$ cat src/rtl/ir_operand_wb_path.sv
// Datapath slice of the multicycle RV64 core: instruction register with field
// decode, ALU operand-B select (Mux1) and register-file write-back select (Mux2).
module ir_operand_wb_path #(
  parameter int unsigned          XLEN     = 64,
  parameter int unsigned          ILEN     = 32,
  parameter logic [ILEN-1:0]      IR_RESET = '0
) (
  input  logic            clock,
  input  logic            reset_n,
  input  logic            ir_we,
  input  logic [ILEN-1:0] ir_din,
  output logic [ILEN-1:0] ir_dout,
  output logic [6:0]      opcode,
  output logic [4:0]      rd,
  output logic [2:0]      funct3,
  output logic [4:0]      rs1,
  output logic [4:0]      rs2,
  output logic [6:0]      funct7,
  input  logic [XLEN-1:0] imm,
  input  logic [XLEN-1:0] doutB,
  input  logic            sel_b,
  output logic [XLEN-1:0] S1,
  input  logic [XLEN-1:0] mem_dout,
  input  logic [XLEN-1:0] alu_res,
  input  logic            sel_wb,
  output logic [XLEN-1:0] S2
);

  // No handshake here: ir_we, sel_b and sel_wb come straight from the
  // controller and are sampled (ir_we) or used combinationally (selects) as-is.

  logic [ILEN-1:0] ir_q;

  // Reset is asynchronous and wins over ir_we; otherwise load only when enabled.
  always_ff @(posedge clock or negedge reset_n) begin
    if (!reset_n) begin
      ir_q <= IR_RESET;
    end else if (ir_we) begin
      ir_q <= ir_din;
    end
  end

  assign ir_dout = ir_q;

  // Standard RISC-V field positions; decode is a pure slice of the held word.
  assign opcode = ir_q[6:0];
  assign rd     = ir_q[11:7];
  assign funct3 = ir_q[14:12];
  assign rs1    = ir_q[19:15];
  assign rs2    = ir_q[24:20];
  assign funct7 = ir_q[31:25];

  // imm arrives already sign-extended, so both muxes are bit-exact pass-throughs.
  assign S1 = sel_b  ? doutB    : imm;
  assign S2 = sel_wb ? mem_dout : alu_res;

endmodule

$ cat config.mk
export PLATFORM = sky130hd
export DESIGN_NAME = ir_operand_wb_path
export DESIGN_NICKNAME = d
export VERILOG_FILES = /design/src/rtl/ir_operand_wb_path.sv
export SDC_FILE = /design/constraint.sdc
export NUM_CORES = 1
export LEC_CHECK = 0
export ABC_AREA = 1
export CORE_AREA = 2 2 189 191
export DETAILED_ROUTE_END_ITERATION = 16
export DIE_AREA = 0 0 191 193
export SLEW_MARGIN = 20
export SYNTH_ARGS = -nofsm -noshare
export SYNTH_HDL_FRONTEND = slang
export SYNTH_SLANG_ARGS = --single-unit
$ cat constraint.sdc
create_clock -name clock -period 0.97 [get_ports clock]
set_input_delay 0.291 -clock clock [delete_from_list [all_inputs] [get_ports clock]]
set_output_delay 0.291 -clock clock [all_outputs]
set_load 0.02 [all_outputs]
==> results.rst <==
.. list-table::
   :header-rows: 1

   * - Metric
     - Value
   * - CTS tree
     - done
   * - Root cell of the clock tree
     - sky130_fd_sc_hd__clkbuf_16
   * - Seq/Total Area, Yosys
     - 0.2544
   * - Clock-pin transition on the worst setup and hold timing paths
     - around 0.060 ns
   * - Routed vias
     - 5791
   * - Max-Cap Viols
     - 0
   * - Final setup fails
     - 192
   * - Max reg flops
     - 32
   * - Top cell type's share of synthesized area
     - 0.5723
   * - Critical path class
     - in -> out
   * - Post-route core utilization
     - 0.3222
   * - Cell total after placement
     - 1509
   * - Global-route wire length before repair
     - 38.29 mm
   * - Element type at the critical path end
     - output pin
   * - Layout Cells excl Fill
     - around 1600
   * - Post-synth cell types
     - 7
   * - Longest individual stage delay on the worst path
     - ~0.17 ns
   * - Path type of the worst min-delay path
     - in -> reg
   * - Maximum vdd drop
     - 0.6750 mV
   * - Max FO, Critical Path
     - 8
   * - Final antenna-violating net count
     - 0
   * - Final Hold Viols
     - 0
   * - GPL Wtd Cong
     - 0.8576
   * - Longest Clk Path Bufs
     - 2
   * - Site row count
     - 69
   * - Number of warning messages in the yosys log
     - 0
   * - Number of detailed-routing iterations run before antenna repair
     - 5
   * - Detailed-route DRC error count
     - 0
   * - Via/cell ratio
     - 3.705
   * - Final worst path period need
     - 1.286 ns
   * - Initial core utilization
     - 0.09003
   * - Number of global-route vias before repair
     - just under 6000
   * - Maximum number of pins on one net before global-route repair
     - 33
   * - Max-slew violation total from the final report
     - 0
   * - Setup repair after global routing missed its margin
     - yes
   * - Insertion delay to the later sink of the worst-skew pair
     - 0.28 ns
   * - Worst setup slack after placement
     - -0.9832 ns
   * - Total of flip-flops plus latches after synthesis
     - 32
   * - CP max stage cell
     - sky130_fd_sc_hd__buf_12
   * - Max-Slew Margin vs Limit
     - 0.8544
   * - Fraction of layout cells with a size suffix above 1
     - 0.5655
   * - Number of ports placed on the die boundary
     - a little under 500
   * - Die Area
     - 36860 µm²
   * - Iter 0 DRT Violations
     - between 100 and 150
   * - Total routing usage reported by global routing
     - 0.1461
   * - Cells after synthesis
     - 580
   * - Vertical die dimension
     - between 150 and 200 µm
   * - Fin crit share
     - 1.325
   * - Routed WL per cell
     - 18.76 µm
   * - TNS Setup
     - -46.05 ns
   * - Maximum level of the CTS H-tree
     - 2
   * - Worst clock skew
     - 0 ns
   * - Layout-stage area growth over the synthesis result
     - 257.8%
   * - Violated checks
     - negative setup slack
   * - Core region area
     - 34960 µm²
   * - Port-buffer cells
     - 484
   * - Final non-filler cell area
     - 11260 µm²
   * - HPWL Detailed
     - 24.71 mm
   * - Placement Cell Area
     - 9937 µm²
   * - Final net count
     - 1369
   * - Area of the mapped netlist
     - 3148 µm²
   * - Leakage power of the design
     - 5.963 nW
   * - Remaining global-route overflow
     - 0
   * - Avg Cell Area, Syn
     - 5.428 µm²
   * - Leading post-synthesis cells by cell area
     - sky130_fd_sc_hd__nand2_1, sky130_fd_sc_hd__dfrtp_1, sky130_fd_sc_hd__buf_4, sky130_fd_sc_hd__clkbuf_8, sky130_fd_sc_hd__buf_2
   * - Filler Cell Count
     - 3653
   * - Synthesized net count
     - slightly below 900
   * - Sink Count
     - 32
   * - Die width
     - 191 µm
   * - Power per unit of standard cell area
     - between 800 and 900 nW/µm²
   * - Worst Setup Start Kind
     - input port
   * - Drt total wl
     - 29.32 mm
   * - Fin worst setup slack
     - -0.3155 ns
   * - Number of buffers added by the clock tree synthesis step
     - 5
   * - Critical Path AT
     - 0.99 ns
   * - Most common cell type on the critical path
     - sky130_fd_sc_hd__buf_12
   * - Required time of the critical path
     - around 0.68 ns
   * - Actual transition at the worst max-transition pin
     - 0.2184 ns
   * - Number of antenna violations at the first check in global routing
     - 46
   * - Outcome
     - complete, but fails checks
   * - CP Cell Sequence
     - buf_12 -> buf_12 -> buf_12 -> nand2_8 -> nand2_4 -> buf_6
   * - Area leader, netlist
     - sky130_fd_sc_hd__nand2_1
   * - Achievable Freq
     - 0.7779 GHz
-- stage by stage --
| stage | hold slack (ns) | power, W |
|---|---|---|
| after CTS | 0.4217 | 0.008977 |
| after detailed placement | 0.2675 | 0.006924 |
| final | 0.4340 | 0.009226 |
| after floorplan | -0.004591 | 0.003988 |
| after global routing | 0.4370 | 0.009671 |
| after global placement | 0.2600 | 0.006899 |
-- cell usage after synthesis (all sizes together) --
cell	instances
buf	53
clkbuf	12
dfrtp	32
inv	3
nand2	480
-- logic make-up (layout without fill, tap and decap cells) --
family                 after synthesis  in the layout  synth area share
buffers and inverters               68            565            0.1733
flip-flops                          32             32            0.2544
other                                0             25                 0
AND/OR/NAND/NOR                    480            480            0.5723
-- routing by layer --
metal  global-route usage  wire length (µm)  up-vias
li1                     -                 -     2712
met1               0.1245              8429     2619
met2               0.2872             16420      380
met3              0.03638              2540       80
met4               0.1163              1936        0
met5                    0                 0        -
-- worst paths after layout --
check / startpoint / endpoint / slack [ns] / cells past startpoint
max reg2reg: ir_dout[3] / ir_dout[3] / 0.13 / 4
min: ir_we / ir_dout[6] / 0.43 / 4
min reg2reg: ir_dout[1] / ir_dout[1] / 0.54 / 2
min in group asynchronous: reset_n / ir_dout[25] / 0.50 / 3
max in group asynchronous: reset_n / ir_dout[30] / 0.24 / 3
max: sel_b / S1[50] / -0.32 / 6
-- critical path: cells and delay by family --
family	cells	cell delay (ns)
buffers and inverters	4	0.57
AND/OR/NAND/NOR	2	0.12
-- cell type report --
cell class / instances / area, µm² / area share
repair buffers: 552 / 6010 / 0.5335
diodes: 25 / 62.56 / 0.005554
multi-input cells: 480 / 3568 / 0.3168
clock inverters: 3 / 42.54 / 0.003777
clock buffers: 5 / 125.1 / 0.01111
repair inverters: 2 / 27.53 / 0.002444
well taps: 461 / 576.8 / 0.05120
inverters: 3 / 43.79 / 0.003888
flip-flops and latches: 32 / 808.3 / 0.07175
-- layout by cell type (no fill, tap or decap), types with 2 or more instances in the layout --
cell type                         instances
sky130_fd_sc_hd__buf_12                  30
sky130_fd_sc_hd__buf_16                   8
sky130_fd_sc_hd__buf_2                    2
sky130_fd_sc_hd__buf_4                   10
sky130_fd_sc_hd__buf_6                  201
sky130_fd_sc_hd__buf_8                   10
sky130_fd_sc_hd__clkbuf_16                7
sky130_fd_sc_hd__clkdlybuf4s50_1         32
sky130_fd_sc_hd__dfrtp_1                 26
sky130_fd_sc_hd__dfrtp_2                  6
sky130_fd_sc_hd__diode_2                 25
sky130_fd_sc_hd__dlygate4sd2_1          238
sky130_fd_sc_hd__dlymetal6s2s_1          18
sky130_fd_sc_hd__inv_16                   2
sky130_fd_sc_hd__nand2_1                153
sky130_fd_sc_hd__nand2_2                141
sky130_fd_sc_hd__nand2_4                184
sky130_fd_sc_hd__nand2_8                  2
-- where the power goes --
group | switching (W) | total [W] | internal [W]
registers | 0.000148 | 0.00161 | 0.00146
logic | 0.00280 | 0.00576 | 0.00296
clock network | 0.000653 | 0.00186 | 0.00121
total | 0.00360 | 0.00923 | 0.00563
-- repair_timing --
action	4_1_cts	5_1_grt
gates cloned	10	2
resized for setup	1349	179
hold endpoints to repair	32	0
endpoints found under the setup margin	192	192
pin swaps	131	34
setup buffers	5	6
hold buffers	1	0
(Power assumes the default switching activity.)
